[src/rtl/udp2eth.sv]
// ----------------------------------------------------------------------------
// udp2eth -- receive-side UDP deframer.
//
// Takes 512-bit Ethernet frames from the RX MAC (byte 0 in TDATA[7:0]).
// Beat 0 carries the 42-byte Eth/IPv4/UDP header, which is validated and
// stripped. The UDP payload is realigned to byte 0 and sent on AXIS_TX.
// Its byte count (UDP length - 8) is announced on AXIS_LEN before the
// payload starts.
//
// Ports
//   clk, resetn                 clock, synchronous active-low reset
//   AXIS_RX_*  (in)             Ethernet frame stream from the MAC
//   AXIS_TX_*  (out)            realigned UDP payload stream
//   AXIS_LEN_* (out)            payload length, one word per accepted frame
//   drop_count                  frames rejected by header checks (wraps)
//   trunc_count                 frames shorter than their UDP length (wraps)
//
// Parameters
//   LOCAL_IP  required IPv4 destination address
//   DST_PORT  required UDP destination port
//   BCAST_OK  also accept any destination IP whose low byte is 8'hFF
//
// Build option
//   IP_CSUM_CHECK_EN  when defined, the IPv4 header checksum (bytes 14..33)
//                     must fold to 16'hFFFF or the frame is dropped.
//
// Handshake semantics (all three streams): a transfer happens on a rising
// clk edge where TVALID and TREADY are both 1. Once TVALID is raised,
// TVALID and its payload signals stay stable until that transfer.
// ----------------------------------------------------------------------------
module udp2eth #(
    parameter logic [31:0] LOCAL_IP = 32'h0A010102,
    parameter logic [15:0] DST_PORT = 16'd32000,
    parameter bit          BCAST_OK = 1'b1
) (
    input  logic         clk,
    input  logic         resetn,
    input  logic [511:0] AXIS_RX_TDATA,
    input  logic [63:0]  AXIS_RX_TKEEP,
    input  logic         AXIS_RX_TVALID,
    input  logic         AXIS_RX_TLAST,
    output logic         AXIS_RX_TREADY,
    output logic [511:0] AXIS_TX_TDATA,
    output logic [63:0]  AXIS_TX_TKEEP,
    output logic         AXIS_TX_TVALID,
    output logic         AXIS_TX_TLAST,
    input  logic         AXIS_TX_TREADY,
    output logic [15:0]  AXIS_LEN_TDATA,
    output logic         AXIS_LEN_TVALID,
    input  logic         AXIS_LEN_TREADY,
    output logic [31:0]  drop_count,
    output logic [31:0]  trunc_count
);

    typedef enum logic [1:0] {S_HDR, S_DATA, S_FLUSH, S_DROP} state_e;

    state_e         state_q, state_d;
    logic [175:0]   res_q, res_d;          // 22 carried-over payload bytes
    logic [4:0]     res_cnt_q, res_cnt_d;  // how many of them are valid
    logic [15:0]    rem_q, rem_d;          // payload bytes still to emit
    logic [31:0]    drop_q, drop_d;
    logic [31:0]    trunc_q, trunc_d;

    function automatic logic [7:0] byte_of(input logic [511:0] d, input int n);
        return d[8*n +: 8];
    endfunction

    function automatic logic [63:0] ones(input logic [6:0] n);
        logic [63:0] m;
        m = '0;
        for (int i = 0; i < 64; i++) begin
            if (7'(i) < n) m[i] = 1'b1;
        end
        return m;
    endfunction

    // ---------------- header field decode (beat 0) ----------------
    logic [15:0] eth_type;
    logic [31:0] dst_ip;
    logic [15:0] dst_port;
    logic [15:0] udp_len;
    logic [15:0] pay_len;
    logic        ip_ok;
    logic        csum_ok;
    logic        hdr_ok;

    assign eth_type = {byte_of(AXIS_RX_TDATA, 12), byte_of(AXIS_RX_TDATA, 13)};
    assign dst_ip   = {byte_of(AXIS_RX_TDATA, 30), byte_of(AXIS_RX_TDATA, 31),
                       byte_of(AXIS_RX_TDATA, 32), byte_of(AXIS_RX_TDATA, 33)};
    assign dst_port = {byte_of(AXIS_RX_TDATA, 36), byte_of(AXIS_RX_TDATA, 37)};
    assign udp_len  = {byte_of(AXIS_RX_TDATA, 38), byte_of(AXIS_RX_TDATA, 39)};
    assign pay_len  = udp_len - 16'd8;
    assign ip_ok    = (dst_ip == LOCAL_IP) || (BCAST_OK && (dst_ip[7:0] == 8'hFF));

`ifdef IP_CSUM_CHECK_EN
    // Ones-complement sum of the ten IPv4 header words, folded twice
    // (ten 16-bit words never exceed 20 bits before folding).
    logic [19:0] csum_acc;
    logic [16:0] csum_f1;
    logic [15:0] csum_sum;
    always_comb begin
        csum_acc = '0;
        for (int k = 0; k < 10; k++) begin
            csum_acc = csum_acc + {4'd0, byte_of(AXIS_RX_TDATA, 14 + 2*k),
                                         byte_of(AXIS_RX_TDATA, 15 + 2*k)};
        end
        csum_f1  = {1'b0, csum_acc[15:0]} + {13'd0, csum_acc[19:16]};
        csum_sum = csum_f1[15:0] + {15'd0, csum_f1[16]};
    end
    assign csum_ok = (csum_sum == 16'hFFFF);
`else
    assign csum_ok = 1'b1;
`endif

    assign hdr_ok = (eth_type == 16'h0800)
                 && (byte_of(AXIS_RX_TDATA, 14) == 8'h45)
                 && (byte_of(AXIS_RX_TDATA, 23) == 8'h11)
                 && ip_ok
                 && (dst_port == DST_PORT)
                 && (udp_len >= 16'd9)
                 && (&AXIS_RX_TKEEP[41:0])
                 && csum_ok;

    // ---------------- beat byte accounting ----------------
    logic [6:0] rx_cnt;      // valid bytes in the RX beat (TKEEP is contiguous)
    logic [4:0] rx_hi_cnt;   // valid bytes among RX bytes 42..63
    logic [6:0] avail;       // bytes an S_DATA output beat can carry
    logic       enough;      // this S_DATA beat completes the payload
    logic [6:0] emit;
    logic       fl_enough;   // residual alone completes the payload
    logic [6:0] fl_emit;

    always_comb begin
        rx_cnt = '0;
        for (int i = 0; i < 64; i++) begin
            rx_cnt = rx_cnt + {6'd0, AXIS_RX_TKEEP[i]};
        end
    end

    assign rx_hi_cnt = (rx_cnt > 7'd42) ? 5'(rx_cnt - 7'd42) : 5'd0;
    assign avail     = {2'b00, res_cnt_q} + ((rx_cnt > 7'd42) ? 7'd42 : rx_cnt);
    assign enough    = (rem_q <= {9'd0, avail});
    assign emit      = enough ? rem_q[6:0] : avail;
    assign fl_enough = (rem_q <= {11'd0, res_cnt_q});
    assign fl_emit   = fl_enough ? rem_q[6:0] : {2'b00, res_cnt_q};

    // ---------------- FSM: next state and outputs ----------------
    logic         rx_ready;
    logic         tx_valid;
    logic [511:0] tx_data;
    logic [63:0]  tx_keep;
    logic         tx_last;
    logic         len_valid;

    always_comb begin
        state_d   = state_q;
        res_d     = res_q;
        res_cnt_d = res_cnt_q;
        rem_d     = rem_q;
        drop_d    = drop_q;
        trunc_d   = trunc_q;
        rx_ready  = 1'b0;
        tx_valid  = 1'b0;
        tx_data   = '0;
        tx_keep   = '0;
        tx_last   = 1'b0;
        len_valid = 1'b0;

        case (state_q)
            S_HDR: begin
                if (AXIS_RX_TVALID) begin
                    if (hdr_ok) begin
                        // Beat 0 is held (and thus LEN stays valid) until the
                        // length word is taken; both transfer together.
                        len_valid = 1'b1;
                        rx_ready  = AXIS_LEN_TREADY;
                        if (AXIS_LEN_TREADY) begin
                            res_d     = AXIS_RX_TDATA[511:336];
                            res_cnt_d = rx_hi_cnt;
                            rem_d     = pay_len;
                            state_d   = AXIS_RX_TLAST ? S_FLUSH : S_DATA;
                        end
                    end else begin
                        rx_ready = 1'b1;
                        drop_d   = drop_q + 32'd1;
                        state_d  = AXIS_RX_TLAST ? S_HDR : S_DROP;
                    end
                end
            end

            S_DATA: begin
                // Output beat = residual in bytes 0..21, RX bytes 0..41 above.
                tx_valid = AXIS_RX_TVALID;
                rx_ready = AXIS_TX_TREADY;
                tx_data  = {AXIS_RX_TDATA[335:0], res_q};
                tx_keep  = ones(emit);
                // Ends the payload, or ends a short frame with nothing left over.
                tx_last  = enough || (AXIS_RX_TLAST && (rx_cnt <= 7'd42));
                if (AXIS_RX_TVALID && AXIS_TX_TREADY) begin
                    res_d     = AXIS_RX_TDATA[511:336];
                    res_cnt_d = rx_hi_cnt;
                    rem_d     = rem_q - {9'd0, emit};
                    if (enough) begin
                        state_d = AXIS_RX_TLAST ? S_HDR : S_DROP;
                    end else if (AXIS_RX_TLAST) begin
                        if (rx_cnt > 7'd42) begin
                            state_d = S_FLUSH;
                        end else begin
                            trunc_d = trunc_q + 32'd1;
                            state_d = S_HDR;
                        end
                    end
                end
            end

            S_FLUSH: begin
                tx_valid = 1'b1;
                tx_data  = {336'd0, res_q};
                tx_keep  = ones(fl_emit);
                tx_last  = 1'b1;
                if (AXIS_TX_TREADY) begin
                    if (!fl_enough) trunc_d = trunc_q + 32'd1;
                    state_d = S_HDR;
                end
            end

            S_DROP: begin
                rx_ready = 1'b1;
                if (AXIS_RX_TVALID && AXIS_RX_TLAST) state_d = S_HDR;
            end

            default: state_d = S_HDR;
        endcase
    end

    always_ff @(posedge clk) begin
        if (!resetn) begin
            state_q   <= S_HDR;
            res_q     <= '0;
            res_cnt_q <= '0;
            rem_q     <= '0;
            drop_q    <= '0;
            trunc_q   <= '0;
        end else begin
            state_q   <= state_d;
            res_q     <= res_d;
            res_cnt_q <= res_cnt_d;
            rem_q     <= rem_d;
            drop_q    <= drop_d;
            trunc_q   <= trunc_d;
        end
    end

    // Valids and RX ready are forced low while reset is asserted, since the
    // FSM decodes them combinationally from the live inputs.
    assign AXIS_RX_TREADY  = resetn & rx_ready;
    assign AXIS_TX_TVALID  = resetn & tx_valid;
    assign AXIS_TX_TDATA   = tx_data;
    assign AXIS_TX_TKEEP   = tx_keep;
    assign AXIS_TX_TLAST   = tx_last;
    assign AXIS_LEN_TVALID = resetn & len_valid;
    assign AXIS_LEN_TDATA  = pay_len;
    assign drop_count      = drop_q;
    assign trunc_count     = trunc_q;

endmodule
[config.mk]
export PLATFORM = sky130hd
export DESIGN_NAME = udp2eth
export DESIGN_NICKNAME = d
export VERILOG_FILES = /design/src/rtl/udp2eth.sv
export SDC_FILE = /design/constraint.sdc
export NUM_CORES = 1
export LEC_CHECK = 0
export CAP_MARGIN = 30
export CORE_AREA = 2 2 478 480
export DETAILED_ROUTE_END_ITERATION = 6
export DIE_AREA = 0 0 480 482
export PLACE_DENSITY = 0.3
export SYNTH_ARGS = -nofsm -noshare
export SYNTH_HDL_FRONTEND = slang
export SYNTH_SLANG_ARGS = --single-unit
export TNS_END_PERCENT = 50
[constraint.sdc]
create_clock -name clk -period 18 [get_ports clk]
set_clock_uncertainty 0.15 [all_clocks]
set_input_delay 3.6 -clock clk [delete_from_list [all_inputs] [get_ports clk]]
set_output_delay 3.6 -clock clk [all_outputs]
set_load 0.005 [all_outputs]
# [Yosys cells after proc, flatten, opt, wreduce, memory -nomap -nowiden]
# Cells that the tools add are included.
[totals] regBits=263 word_cells=428
[classes] bitwise_logic=4 muxes=176 n_addsub=69 eq_ne=21 reduce_logical=19 magnitude_cmp=133
[op_table] cell="case mux 512 bit (2 select lines)" n=1
[op_table] cell="2-to-1 mux 176 bit" n=4
[op_table] cell="< comparator 6 x 7 -> 1 bit (first input constant)" n=64
[op_table] cell="adder 7 x 1 -> 7 bit" n=57
[op_table] cell="case mux 176 bit (2 select lines)" n=1
[op_table] cell="< comparator 5 x 7 -> 1 bit (first input constant)" n=32
[op_table] cell="2-to-1 mux 32 bit" n=6
[op_table] cell="2-to-1 mux 1 bit" n=133
[op_table] cell="case mux 64 bit (2 select lines)" n=1
[op_table] cell="< comparator 4 x 7 -> 1 bit (first input constant)" n=16
[op_table] cell="adder 32 x 1 -> 32 bit (second input constant)" n=2
[op_table] cell="2-to-1 mux 16 bit" n=4
[op_table] cell="case mux 32 bit (2 select lines)" n=1
[op_table] cell="< comparator 3 x 7 -> 1 bit (first input constant)" n=8
[op_table] cell="AND reduction 42 bit" n=1
[op_table] cell="equality test 32 x 28 -> 1 bit (second input constant)" n=1
[op_table] cell="case mux 16 bit (2 select lines)" n=1
[op_table] cell="< comparator 1 x 7 -> 1 bit (first input constant)" n=4
[op_table] cell="< comparator 2 x 7 -> 1 bit (first input constant)" n=4
[op_table] cell="2-to-1 mux 5 bit" n=5
[op_table] cell="2-to-1 mux 2 bit" n=11
[op_table] cell="2-to-1 mux 7 bit" n=3
[op_table] cell="inequality test 2 bit (second input constant)" n=10
[op_table] cell="equality test 16 x 12 -> 1 bit (second input constant)" n=1
[op_table] cell="other kinds (36)" n=51

# [Depth between registers and ports, before layout]
# Gate-level depths: netlist of the first run.
[depth] word_depth=71 depth_mapped=48 depth_no_buf=45

# [Least setup slack after synthesis of the first run]
# OpenSTA, ideal clock, no wires.
[synth_timing] path_kind="input to output" from="input AXIS_RX_TKEEP[35]" to="output AXIS_TX_TKEEP[48]" path_slack_ns=1.236 arrival_time_ns=13.014 stages=38 required_ns=14.250 n_path_buf=3 path_cell_list="inv_1 -> fa_1 -> inv_1 -> fa_1 -> fa_1 -> inv_1 -> fa_1 -> inv_1 -> fa_1 -> fa_1 -> fa_1 -> inv_1 -> fa_1 -> fa_1 -> xor2_1 -> ha_1 -> a21oi_1 -> a221oi_1 -> (+2 left out) -> ha_1 -> inv_1 -> fa_1 -> nor2b_1 -> o31a_1 -> xor2_1 -> inv_1 -> ha_1 -> a211o_1 -> o211ai_1 -> a31o_2 -> clkbuf_1 -> and2_1 -> buf_2 -> mux2i_1 -> clkbuf_1 -> nand3_1 -> a21oi_1"
[synth_between] elab_chain_len=37
[synth_rtl] element="start: declaration" line="39" source="input logic [63:0] AXIS_RX_TKEEP,"
[synth_rtl] element="adder 7 x 1 -> 7 bit * (29 in a row)" line="136" source="rx_cnt = rx_cnt + {6'd0, AXIS_RX_TKEEP[i]};"
[synth_rtl] element="greater-than comparator 7 x 6 -> 1 bit" line="141" source="assign avail = {2'b00, res_cnt_q} + ((rx_cnt > 7'd42) ? 7'd42 : rx_cnt);"
[synth_rtl] element="2-to-1 mux 7 bit *" line="141"
[synth_rtl] element="adder 5 x 7 -> 7 bit *" line="141"
[synth_rtl] element="less-or-equal comparator 16 x 7 -> 1 bit" line="142" source="assign enough = (rem_q <= {9'd0, avail});"
[synth_rtl] element="2-to-1 mux 7 bit *" line="143" source="assign emit = enough ? rem_q[6:0] : avail;"
[synth_rtl] element="< comparator 6 x 7 -> 1 bit *" line="72" source="if (7'(i) < n) m[i] = 1'b1;"
[synth_rtl] element="2-to-1 mux 1 bit *" line="72"
[synth_rtl] element="case mux 64 bit (2 select lines) *" line="169" source="case (state_q)"
[synth_rtl] element="end: declaration" line="44" source="output logic [63:0] AXIS_TX_TKEEP,"
# Every way passes the cells marked *; elsewhere a longest branch is shown, timed or not.

# [Final worst setup path of the first run]
[layout_timing] from="input AXIS_RX_TKEEP[37]" to="output AXIS_TX_TKEEP[10]"
[layout_between] elab_chain_len=35
[layout_rtl] element="adder 7 x 1 -> 7 bit * (27 in a row)" line="136"
[layout_rtl] element="greater-than comparator 7 x 6 -> 1 bit" line="141"
[layout_rtl] element="2-to-1 mux 7 bit *" line="141"
[layout_rtl] element="adder 5 x 7 -> 7 bit *" line="141"
[layout_rtl] element="less-or-equal comparator 16 x 7 -> 1 bit" line="142"
[layout_rtl] element="2-to-1 mux 7 bit *" line="143"
[layout_rtl] element="< comparator 4 x 7 -> 1 bit *" line="72"
[layout_rtl] element="2-to-1 mux 1 bit *" line="72"
[layout_rtl] element="case mux 64 bit (2 select lines) *" line="169"
# Marks and branches as above.

==> results_dict.tcl, run 1 <==
set metrics [dict create \
    gp_congestion 0.897 \
    dp_hpwl_um 159000 \
    fin_crit_sh 0.980 \
    synth_area_per_cell_um2 7.33 \
    die-area_um2 231000 \
    critPathMaxStageDelay_ps 600 \
    r2r_start "res_cnt_q[0]" \
    critPathTopFamily "adder cells" \
    slowest_stage "fa_2" \
    drive_gt1_frac 0.0624 \
    yosysWarnings 0 \
    numPortBuffers 1241 \
    grt_pass1_vias 24879 \
    tightestPinTransition_ps 1120 \
    dr_total_vias 24459 \
    hold_ws_ps 297 \
    htreeDepth 2 \
    setup_violations 0 \
    cts_sinks 263 \
    hold_end "res_q[164]" \
    route.met3.wl_um 13000 \
    cts_tree "built" \
    pin_count 1242 \
    grt_max_degree 160 \
    drt_iter0_drc 1132 \
    syn_to_final_growth_pct 94.3 \
    slew_headroom 0.242 \
    whs_path_depth 2 \
    path_class "primary input to output pin" \
    grt-ovfl-total 0 \
    drt-met1-wl_um 62900 \
    nFillCells 25918 \
    yosysUniqueCellTypes 80 \
    synthFlopType "dfxtp_1" \
    start_util 0.0838 \
    reg2reg_to "rem_q[14]" \
    path_common_cell "inv_1" \
    netlist_area_um2 19000 \
    cts.clk_slew.worst_paths_ps 60 \
    synth.largest_area_cell "dfxtp_1" \
    cp-start-kind "primary input" \
    cp_max_fo 7 \
    r2r.worst_path.cells 26 \
    grtUsageTotal 0.154 \
    hold_buffers 0 \
    crit_required_ps 14250 \
    maxSlewViolCount 0 \
    fmax_ghz 0.0567 \
    drc 0 \
    wl_met2_um 97900 \
    maxCapViolCount 0 \
    antenna_left 0 \
    crit_cells 39 \
    crit_buf_inv 11 \
    synth_area_leaders "dfxtp_1 28%, and3_1 11%, nand2_1 8.6%, a21oi_1 7.4%, and2_1 6.4%" \
    synth_most_common_cell "nand2_1" \
    cts_root_buffer "clkbuf_16" \
    route.detailed.wl_per_inst_um 27.4 \
    syn-num-nets 3276 \
    synthTopCellsByCount "433 x nand2_1, 341 x and3_1, 279 x a21oi_1" \
    synth-seq-cells 263 \
    final-hold-violation-count 0 \
    viasPerCell 3.58 \
    top_layer_used "met5" \
    cp-end-kind "output pin" \
    rows 175 \
    seq_area_frac_synth 0.278 \
    grt_pass1_wl_um 241000 \
    die_x_um 480 \
    first_pass_iters 5 \
    coreArea_um2 226000 \
    clk_latency_ps 610 \
    antenna_found_initial 86 \
    rsz0062_at_grt "yes" \
    reg2reg_slack_ps 12000 \
    numCtsBuffers 41 \
    synthArstFlopShare 0 \
    synth_top_area_frac 0.278 \
    die_h_um 482 \
    routed_wl_um 187000 \
    syn_inst 2587 \
    cts.path.max_buffers 3 \
    layout_min_cycle_time_ps 17630 \
    run_status "finished, final reports clean" \
    hp-class "flip-flop to flip-flop" \
    cp.arrival_ps 13880 \
    hp-start "res_q[164]" \
    synth_enable_flop_cells 0 \
    finalNetCount 4458 \
]
## sequential cells by signal, summed over array words and instances (netlist names)
signal,count
trunc_count,32
rem_q,16
state_q,2
res_q,176
drop_count,32
res_cnt_q,5
## layer usage
metal  global-route usage  up-vias
met5                    0        -
met4               0.0855       66
met3               0.0434      290
met2                0.290      997
met1                0.149    11828
li1                     -    11278
## kinds of logic after synthesis
group | after synthesis | synth area share
buffers and inverters | 353 | 0.0753
multiplexers | 24 | 0.0132
adder cells (fa/ha/maj) | 107 | 0.0927
AO/OA/AOI/OAI | 485 | 0.152
flip-flops | 263 | 0.278
XOR/XNOR | 47 | 0.0217
AND/OR/NAND/NOR | 1308 | 0.368
## layout by cell type, fill, tap and decap left out, types with 8 or more instances in the layout
| master | count |
|---|---|
| clkbuf_1 | 10 |
| dfxtp_1 | 263 |
| o22ai_1 | 10 |
| diode_2 | 20 |
| a21oi_1 | 275 |
| buf_4 | 99 |
| nor2b_1 | 13 |
| nand2b_1 | 16 |
| or3_1 | 16 |
| a211oi_1 | 9 |
| nor2_1 | 80 |
| xor2_1 | 13 |
| a21o_1 | 8 |
| fa_1 | 52 |
| clkdlybuf4s50_1 | 1236 |
| o21a_1 | 17 |
| clkbuf_8 | 9 |
| nor3_1 | 27 |
| a21boi_0 | 16 |
| nand4_1 | 40 |
| inv_1 | 141 |
| nand3_1 | 40 |
| nor4_1 | 33 |
| or4_1 | 16 |
| xnor2_1 | 32 |
| and2_1 | 191 |
| o31ai_1 | 15 |
| mux2i_1 | 16 |
| o21ai_0 | 45 |
| nand2_1 | 431 |
| and3_1 | 340 |
| ha_1 | 48 |
| clkbuf_16 | 41 |
## layout make-up
cell class / count / area (um2) / area share
repair buffers: 1348 / 13400 / 0.362
multi-input cells: 1971 / 12500 / 0.340
flip-flops and latches: 263 / 5270 / 0.143
well taps: 3009 / 3760 / 0.102
clock buffers: 60 / 1190 / 0.0322
inverters: 144 / 548 / 0.0149
clock inverters: 11 / 163 / 0.00441
diodes: 20 / 50.0 / 0.00136
## worst max path at each step
| stage | startpoint | endpoint |
|---|---|---|
| finish | AXIS_RX_TKEEP[37] | AXIS_TX_TKEEP[10] |
| global route | AXIS_RX_TKEEP[35] | AXIS_TX_TKEEP[10] |
| CTS | AXIS_RX_TKEEP[35] | AXIS_TX_TKEEP[60] |
| detailed placement | AXIS_RX_TKEEP[35] | AXIS_TX_TKEEP[60] |
| global placement | AXIS_RX_TKEEP[35] | AXIS_TX_TKEEP[14] |
| floorplan | AXIS_RX_TKEEP[35] | AXIS_TX_TKEEP[48] |
## worst reg2reg max path: stages, from the launching register on
cell and delay, ps:
dfxtp_1 540, ha_1 240, inv_1 60, fa_2 350
nor2b_2 150, o31a_1 190, xor2_1 220, inv_1 90
ha_1 300, nand4_1 130, o21bai_1 180, a31o_2 310
nand2_4 140, buf_4 150, mux2i_4 280, inv_1 130
buf_4 160, ha_1 210, fa_1 390, nor2b_1 150
o21ai_0 130, a21oi_1 270, o32a_1 300, or2_2 220
nor4_1 60, a21o_1 160, a31o_2 230
## stage by stage
stage	utilization	setup WS (ps)	TNS, ps	cell area (um2)	cells
2_1_floorplan	-	1240	0	19000	2587
3_3_place_gp	0.155	103	0	35100	6723
3_5_place_dp	0.155	104	0	35100	6726
4_1_cts	0.161	92.8	0	36500	6797
5_1_grt	0.163	-99.2	-961	36800	6812
6_report	0.163	369	0	36900	6826
## what timing repair did
item,CTS,global route
buffers inserted,0,7
resized for setup,0,51
endpoints found under the setup margin,0,64
Power of run 1 is not shown: default switching activity piles up to over one toggle a cycle in this logic, so the estimate is an artifact.
==> run 2, diff against run 1 <==
Settings changed: CORE_AREA 2 2 478 480 to 2 2 485 487, DIE_AREA 0 0 480 482 to 0 0 487 489, REMOVE_ABC_BUFFERS from default to 1.
==> results_dict.tcl, run 2 (synthesis gave the netlist of run 1 again) <==
set metrics [dict create \
    largest_reg_flops 176 \
    grt_pass1_wl_um 234000 \
    maxSlewViolCount 0 \
    cts_sinks 263 \
    grtUsageTotal 0.145 \
    rows 178 \
    die_x_um 487 \
    cts_tree "built" \
    rsz0062_at_grt "yes" \
    critPathTopFamily "adder cells" \
    multi_input_area_um2 12500 \
    cp.arrival_ps 13820 \
    start_util 0.0812 \
    routed_wl_um 181000 \
    r2r_start "res_cnt_q[1]" \
    syn_to_final_growth_pct 95.9 \
    cts.path.max_buffers 3 \
    gp_congestion 0.942 \
    layout_min_cycle_time_ps 17570 \
    finalNetCount 4482 \
    pre_cts_slack_ps -32.5 \
    die_h_um 489 \
    numPortBuffers 1241 \
    cts.clk_slew.worst_paths_ps 50 \
    grt_max_degree 95 \
    tightestPinTransition_ps 1120 \
    path_class "primary input to output pin" \
    grt-ovfl-total 0 \
    antenna_left 0 \
    die-area_um2 238000 \
    final-hold-violation-count 0 \
    drc 0 \
    drt_iter0_drc 1338 \
    maxCapViolCount 0 \
    grt_pass1_vias 23956 \
    dr_total_vias 24113 \
    final_cell_mix "1224 x clkdlybuf4s50_1, 432 x nand2_1, 341 x and3_1" \
    regMostFlops "res_q" \
    hp-start "res_q[102]" \
    fin_crit_sh 0.976 \
    finalSetupTns_ps 0 \
    dp_hpwl_um 152000 \
    critPathMaxStageDelay_ps 620 \
    cp-end-kind "output pin" \
    route.detailed.wl_per_inst_um 26.3 \
    slowest_stage "fa_2" \
    crit_start "AXIS_RX_TKEEP[47]" \
    run_status "finished, final reports clean" \
    pin_count 1242 \
    slew_headroom 0.251 \
    ff_latch_area_um2 5270 \
    fmax_ghz 0.0569 \
    fin_cells 6895 \
    first_pass_iters 5 \
    final_common_cell "clkdlybuf4s50_1" \
    numCtsBuffers 40 \
    antenna_found_initial 55 \
    htreeDepth 2 \
    setup_ws_ps 428 \
    cp_max_fo 6 \
    drive_gt1_frac 0.0678 \
    hp-class "flip-flop to flip-flop" \
    hold_buffers 0 \
    cp-start-kind "primary input" \
    coreArea_um2 234000 \
    viasPerCell 3.50 \
    setup_violations 0 \
    cts_root_buffer "clkbuf_16" \
    clk_latency_ps 610 \
    dp_cells 6805 \
    crit_buf_inv 14 \
    crit_required_ps 14250 \
    nFillCells 26508 \
]
[run 2: path summary, 6_finish.rpt]
kind	cells past startpoint	slack, ps	endpoint
worst min-delay path	2	300	res_q[102]
worst min register to register	2	300	res_q[102]
worst max register to register	25	11810	rem_q[14]
worst max-delay path	43	430	AXIS_TX_TKEEP[13]
[run 2: final cells by class]
| cell class | instances | area share |
|---|---|---|
| Antenna cell | 14 | 0.000943 |
| Inverter | 144 | 0.0148 |
| Multi-Input combinational cell | 1971 | 0.336 |
| Timing Repair Buffer | 1373 | 0.367 |
| Tap cell | 3060 | 0.103 |
| Clock buffer | 52 | 0.0290 |
| Clock inverter | 18 | 0.00785 |
| Sequential cell | 263 | 0.142 |
[run 2: timing repair]
action	4_1_cts	5_1_grt
setup endpoints to repair	8	62
pin swaps	0	8
buffers inserted	0	5
gates resized for setup	2	63
[run 2: worst reg2reg max path: stages (launching register included)]
cell,delay [ps]
dfxtp_1,590
inv_1,220
fa_2,440
nor2b_2,150
o31a_1,210
xor2_2,160
inv_1,70
ha_1,290
nand4_1,120
o21bai_1,170
a31o_2,250
buf_4,180
nand2_4,140
mux2i_1,340
inv_1,140
buf_4,160
ha_1,230
fa_1,400
nor2b_1,170
o21ai_0,140
a21oi_1,310
o32a_1,390
or2_2,240
nor4_1,60
a21o_1,170
a31o_2,230
[run 2: metrics by stage]
stage | area (um2) | utilization | hold slack [ps]
after floorplan | 18100 | - | 282
after global placement | 35300 | 0.151 | 288
after detailed placement | 35500 | 0.152 | 292
after CTS | 36900 | 0.158 | 300
after global routing | 37100 | 0.159 | 313
final | 37200 | 0.159 | 298
[run 2: layer usage]
layer	wire, um	track usage
met2	82500	0.236
met5	143	0
met1	82000	0.191
met3	13700	0.0406
met4	2890	0.0235
Power of run 2 is left out for the same reason.
==> RTL change 1 (settings of run 2) <==
The option `IP_CSUM_CHECK_EN` is turned on by a define.
--- a/src/rtl/udp2eth.sv
+++ b/src/rtl/udp2eth.sv
@@ -28,6 +28,8 @@
 // clk edge where TVALID and TREADY are both 1. Once TVALID is raised,
 // TVALID and its payload signals stay stable until that transfer.
 // ----------------------------------------------------------------------------
+`define IP_CSUM_CHECK_EN
+
 module udp2eth #(
     parameter logic [31:0] LOCAL_IP = 32'h0A010102,
     parameter logic [15:0] DST_PORT = 16'd32000,
Formal check against the unedited RTL: not equivalent (a bounded check fails within 4 cycles, from zero or initial values and one cycle with resetn low).
==> RTL change 1 against run 2 <==
Hold slack improved by 18 ps. Critical endpoint is now AXIS_TX_TKEEP[39]. Via count increased by 15%. Critical path depth increased by 3. Sequential cell count unchanged. Design area increased by 15%. Sequential share of layout area decreased by 1.9 points. Register-to-register slack got worse by 180 ps. Setup slack got worse by 250 ps. Non-clock buffer count increased by 87. Largest cell class is now multi-input combinational cells. Cell count increased by 6.8%. Global-route usage increased by 0.89 points. Synthesized area increased by 25%. Routed wire length increased by 5.9%.
Power is left out: the tool's default activity adds up to more than one toggle a clock period on the data nets, which glitch-free logic cannot reach.
==> RTL change 1: results (changes against run 2) <==
| Metric | Value |
|---|---|
| Outcome | `complete, no violations` |
| Reg2reg path depth | `26 (+4.0%)` |
| Latest clock arrival within the worst-skew pair | `590 ps (-20 ps)` |
| Vias in the first global route | `28223 (+18%)` |
| Share of layout cells above drive strength 1 | `0.104 (+0.0362)` |
| IO buf count | `1241 (unchanged)` |
| Initial DRT Pass Iterations | `5 (unchanged)` |
| Worst-Margin Slew | `989 ps (-130 ps)` |
| Max frequency | `56.1 MHz (-1.4%)` |
| Crit path DAT | `14070 ps (+250 ps)` |
| Starting Density | `0.102 (+0.0206)` |
| GR Util All Layers | `0.154 (+0.00889)` |
| Setup crit end | `AXIS_TX_TKEEP[39]` |
| Clock root buffer | `clkbuf_16` |
| Clk pin slew, worst setup/hold paths | `50 ps (about the same)` |
| Violation count after the first detailed-route iteration | `1423 (+6.4%)` |
| Detailed Place HPWL | `161 mm (+5.9%)` |
| Worst R2R Start | `res_cnt_q[1]` |
| Largest net degree at the start of global routing | `114 (+20%)` |
| Synth async-reset ratio | `0 (unchanged)` |
| Largest stage delay on the critical path | `570 ps (-50 ps)` |
| NumNets Final | `5115 (+14%)` |
| Register area share after synthesis | `0.221 (-0.0561)` |
| Dominant synthesized flop cell | `dfxtp_1` |
| Wire per inst | `26.1 um (-0.87%)` |
| Critical Path Slowest Stage Cell | `fa_1` |
| FF-to-FF End | `rem_q[11]` |
| Vias/cell | `3.75 (+7.3%)` |
| Max Buffers Root-to-Sink | `3 (unchanged)` |
| Top cells by area, synth | `dfxtp_1 (22%), fa_1 (15%), and2_1 (14%), a21oi_1 (6.4%), o21ai_0 (5.3%)` |
| RePlAce Congestion | `0.921 (-2.2%)` |
| R2r setup slk | `11630 ps (-180 ps)` |
| Inserted Clock Buffers | `37 (-7.5%)` |
| Top cells by count, synth | `and2_1 (518), a21oi_1 (305), dfxtp_1 (263), o21ai_0 (250), nand3_1 (214)` |
| Worst hold path type | `reg -> reg` |
| Critical path origin | `AXIS_RX_TKEEP[47]` |
| Initial antenna violation count | `57 (+3.6%)` |
| Reg with most FFs | `res_q` |
| Pre-CTS setup slack | `-869 ps (-836 ps)` |
| Max FFs per register | `176 (unchanged)` |
| Yosys warns | `0 (unchanged)` |
| Worst Path Max Fanout | `12 (+6)` |
| Placed Instance Area | `40600 sq um (+14%)` |
| First-pass GRT wire length | `254 mm (+8.5%)` |
| H-tree levels | `2 (unchanged)` |
| Largest delay contributor family on the critical path | `adder cells` |
| Library cells used by synthesis | `101 (+26%)` |
-- RTL change 1: cell types whose count changed in the layout (fill, tap and decap cells not counted), moves of 20 or more --
cell and delta:
o21ai_0 +194, clkbuf_2 +20, and3_1 -329, or4_1 +24, a21oi_2 +22, nand3_1 +174
and2_1 +323, clkdlybuf4s50_1 -69, inv_1 +44, ha_1 +28, fa_1 +125, buf_4 +78
dlymetal6s2s_1 +34, nand2_1 -336
-- RTL change 1: timing repair --
item	CTS	global route
setup endpoints to repair	65	66
hold buffers	0	0
pin swaps	22	53
resized for setup	82	189
endpoints found under the hold margin	0	0
setup buffers	23	23
-- RTL change 1: kinds of logic after synthesis --
group / share of synthesized area
xor+xnor: 0.0206
fa+ha+maj: 0.197
mux: 0.0130
buf+inv: 0.0689
compound gates: 0.188
flops: 0.221
simple gates: 0.290
-- RTL change 1: per-layer routing --
metal / share of wire / vias up / routed length, um / GRT usage
met3: 0.083 / 136 / 15900 / 0.0484
met2: 0.47 / 1025 / 90800 / 0.260
li1: - / 12895 / - / -
met1: 0.43 / 13572 / 82600 / 0.195
met4: 0.013 / 10 / 2470 / 0.0182
met5: 0.00034 / - / 65 / 0
-- RTL change 1: per-stage QoR --
stage	utilization	TNS (ps)	hold WS (ps)	std cells
3_3_place_gp	0.173	-37500	303	7237
2_1_floorplan	-	0	294	2768
5_1_grt	0.183	-2190	330	7353
6_report	0.183	0	315	7366
3_5_place_dp	0.174	-41110	310	7239
4_1_cts	0.181	-11.1	319	7325
-- RTL change 1: worst reg2reg max path, delay by kind of cell, from the launching register on --
kind,cells,cell delay [ps]
multiplexers,1,240
XOR/XNOR,1,120
AND/OR/NAND/NOR,4,970
buffers and inverters,5,640
adder cells (fa/ha/maj),3,1040
flip-flops,1,590
AO/OA/AOI/OAI,12,2550
-- RTL change 1: how the worst min path moves through the flow --
stage	slack, ps	to	cells past startpoint	startpoint
after CTS	320	res_q[106]	2	res_q[106]
after detailed placement	310	res_q[155]	2	res_q[155]
after global routing	330	res_q[107]	2	res_q[107]
after global placement	300	res_q[72]	2	res_q[72]
after floorplan	290	rem_q[14]	2	rem_q[14]
final	320	res_q[142]	2	res_q[142]
-- RTL change 1: area by class of cell --
type | count | area, sq um
clock buffer | 54 | 1100
fill | 26165 | 191000
antenna | 15 | 37.5
sequential | 263 | 5270
multi-input combinational | 2306 | 17300
tap | 3060 | 3830
clock inverter | 9 | 149
inverter | 199 | 762
timing repair buffer | 1460 | 14200
==> RTL change 2 (flow settings as in run 2) <==
Made on the original files. Take the reset off `res_q` and load it in a clocked block of its own.
--- a/src/rtl/udp2eth.sv
+++ b/src/rtl/udp2eth.sv
@@ -236,19 +236,21 @@
     always_ff @(posedge clk) begin
         if (!resetn) begin
             state_q   <= S_HDR;
-            res_q     <= '0;
             res_cnt_q <= '0;
             rem_q     <= '0;
             drop_q    <= '0;
             trunc_q   <= '0;
         end else begin
             state_q   <= state_d;
-            res_q     <= res_d;
             res_cnt_q <= res_cnt_d;
             rem_q     <= rem_d;
             drop_q    <= drop_d;
             trunc_q   <= trunc_d;
         end
+    end
+
+    always_ff @(posedge clk) begin
+        res_q <= res_d;
     end
 
     // Valids and RX ready are forced low while reset is asserted, since the
Function: not settled (the Yosys comparison gave no result); the edit may change what the design does.
==> RTL change 2 against run 2 <==
Synthesized area is 1.0% lower. Sequential cell count unchanged. Design area fell by 1.4%. First-iteration DRC count is 26% lower. Critical path depth is 5 lower. Routed wire length is 0.47% lower. Setup slack improved by 94 ps. Highest routed layer unchanged.
Power is left out: the tool's default activity adds up to more than one toggle a clock period on the data nets, which glitch-free logic cannot reach.
==> RTL change 2: results (changes against run 2) <==
| Metric | Value |
|---|---|
| IO buf count | `1241 (unchanged)` |
| Violation count after the first detailed-route iteration | `993 (-26%)` |
| Latest clock arrival within the worst-skew pair | `590 ps (-20 ps)` |
| Worst-Margin Slew | `1030 ps (-85.2 ps)` |
| Detailed Place HPWL | `157 mm (+3.2%)` |
| Metal-1 WL | `78.9 mm (-3.7%)` |
| Post-synth EDFFs | `176 (+176)` |
| Top Metal Used | `met5` |
| Clock root buffer | `clkbuf_16` |
| Largest net degree at the start of global routing | `236 (+150%)` |
| Largest stage delay on the critical path | `580 ps (-40 ps)` |
| Top cells by area, synth | `edfxtp_1 (28%), and2_1 (17%), dfxtp_1 (9.3%), fa_1 (6.0%), ha_1 (3.4%)` |
| Reg2reg path depth | `24 (-4.0%)` |
| Initial antenna violation count | `100 (+82%)` |
| Final setup violation count | `0 (unchanged)` |
| Critical Path Slowest Stage Cell | `fa_1` |
| Syn Area/Cell | `9.11 sq um (+24%)` |
| Share of layout cells above drive strength 1 | `0.0577 (-0.0101)` |
| Initial DRT Pass Iterations | `5 (unchanged)` |
| GR Util All Layers | `0.145 (about the same)` |
| Outcome | `complete, no violations` |
| RePlAce Congestion | `0.998 (+6.0%)` |
| Top cells by count, synth | `and2_1 (524), edfxtp_1 (176), inv_1 (124), nand2_1 (106), clkbuf_1 (105)` |
| Hold_ws | `318 ps (+20.7 ps)` |
| Met3 routed wirelength | `16.1 mm (+18%)` |
| H-tree levels | `2 (unchanged)` |
| FF-to-FF End | `rem_q[9]` |
| Placed Instance Area | `35200 sq um (-0.81%)` |
| NumNets Final | `3975 (-11%)` |
| WHS Endpoint | `trunc_count[31]` |
| Largest delay contributor family on the critical path | `adder cells` |
| Met2 wire len | `82.5 mm (about the same)` |
| Min-delay src | `trunc_count[31]` |
| Inst Count DP | `6303 (-7.4%)` |
| Max FFs per register | `176 (unchanged)` |
| Crit path DAT | `13730 ps (-90 ps)` |
| First-pass GRT wire length | `228 mm (-2.8%)` |
| Inserted Clock Buffers | `37 (-7.5%)` |
| Synth async-reset ratio | `0 (unchanged)` |
| Pre-CTS setup slack | `58.7 ps (+91.2 ps)` |
| Post-route insts no fill | `6385 (-7.4%)` |
| Worst R2R Start | `res_cnt_q[0]` |
| Vias/cell | `3.29 (-5.8%)` |
| Wire per inst | `28.2 um (+7.5%)` |
| Max Buffers Root-to-Sink | `3 (unchanged)` |
| R2r setup slk | `12070 ps (+260 ps)` |
| Vias in the first global route | `21024 (-12%)` |
| Register area share after synthesis | `0.374 (+0.0967)` |
| Library cells used by synthesis | `85 (+6.3%)` |
| Worst hold path type | `reg -> reg` |
| WHS Path Cells | `2 (unchanged)` |
| Worst Path Max Fanout | `11 (+5)` |
[RTL change 2: layer usage]
metal | vias to the layer above | GRT usage
met4 | 44 | 0.0185
met1 | 10171 | 0.186
met2 | 982 | 0.237
met3 | 176 | 0.0510
li1 | 9656 | -
met5 | - | 0
[RTL change 2: kinds of logic (layout without fill, tap and decap cells)]
kind of cell | Yosys count | after routing | synth area share
other cells | 0 | 13 | 0
compound gates | 290 | 290 | 0.109
fa+ha+maj | 107 | 107 | 0.0937
simple gates | 1064 | 1064 | 0.330
buf+inv | 260 | 1511 | 0.0544
mux | 37 | 37 | 0.0198
xor+xnor | 40 | 40 | 0.0187
flops | 263 | 263 | 0.374
[RTL change 2: repair_timing]
item                                    4_1_cts  5_1_grt
gates resized for setup                       0       41
endpoints found under the setup margin        0       62
buffers inserted                              0        4
hold endpoints to repair                      0        0
[RTL change 2: worst max path at each step]
stage / from / to / slack (ps) / cells past startpoint
detailed placement: AXIS_RX_TKEEP[35] / AXIS_TX_TKEEP[45] / 60 / 37
finish: AXIS_RX_TKEEP[37] / AXIS_TX_TKEEP[14] / 520 / 38
global route: AXIS_RX_TKEEP[23] / AXIS_TX_TKEEP[5] / 20 / 40
CTS: AXIS_RX_TKEEP[35] / AXIS_TX_TKEEP[45] / 40 / 38
global placement: AXIS_RX_TKEEP[35] / AXIS_TX_TKEEP[51] / 220 / 36
floorplan: AXIS_RX_TKEEP[35] / AXIS_TX_TKEEP[48] / 870 / 33
[RTL change 2: final cells by class]
class	instances	area, sq um
clock buffer	48	987
fill	26314	197000
tap	3060	3830
antenna	13	32.5
clock inverter	17	185
inverter	128	480
sequential	263	7030
timing repair buffer	1318	13200
multi-input combinational	1538	10900
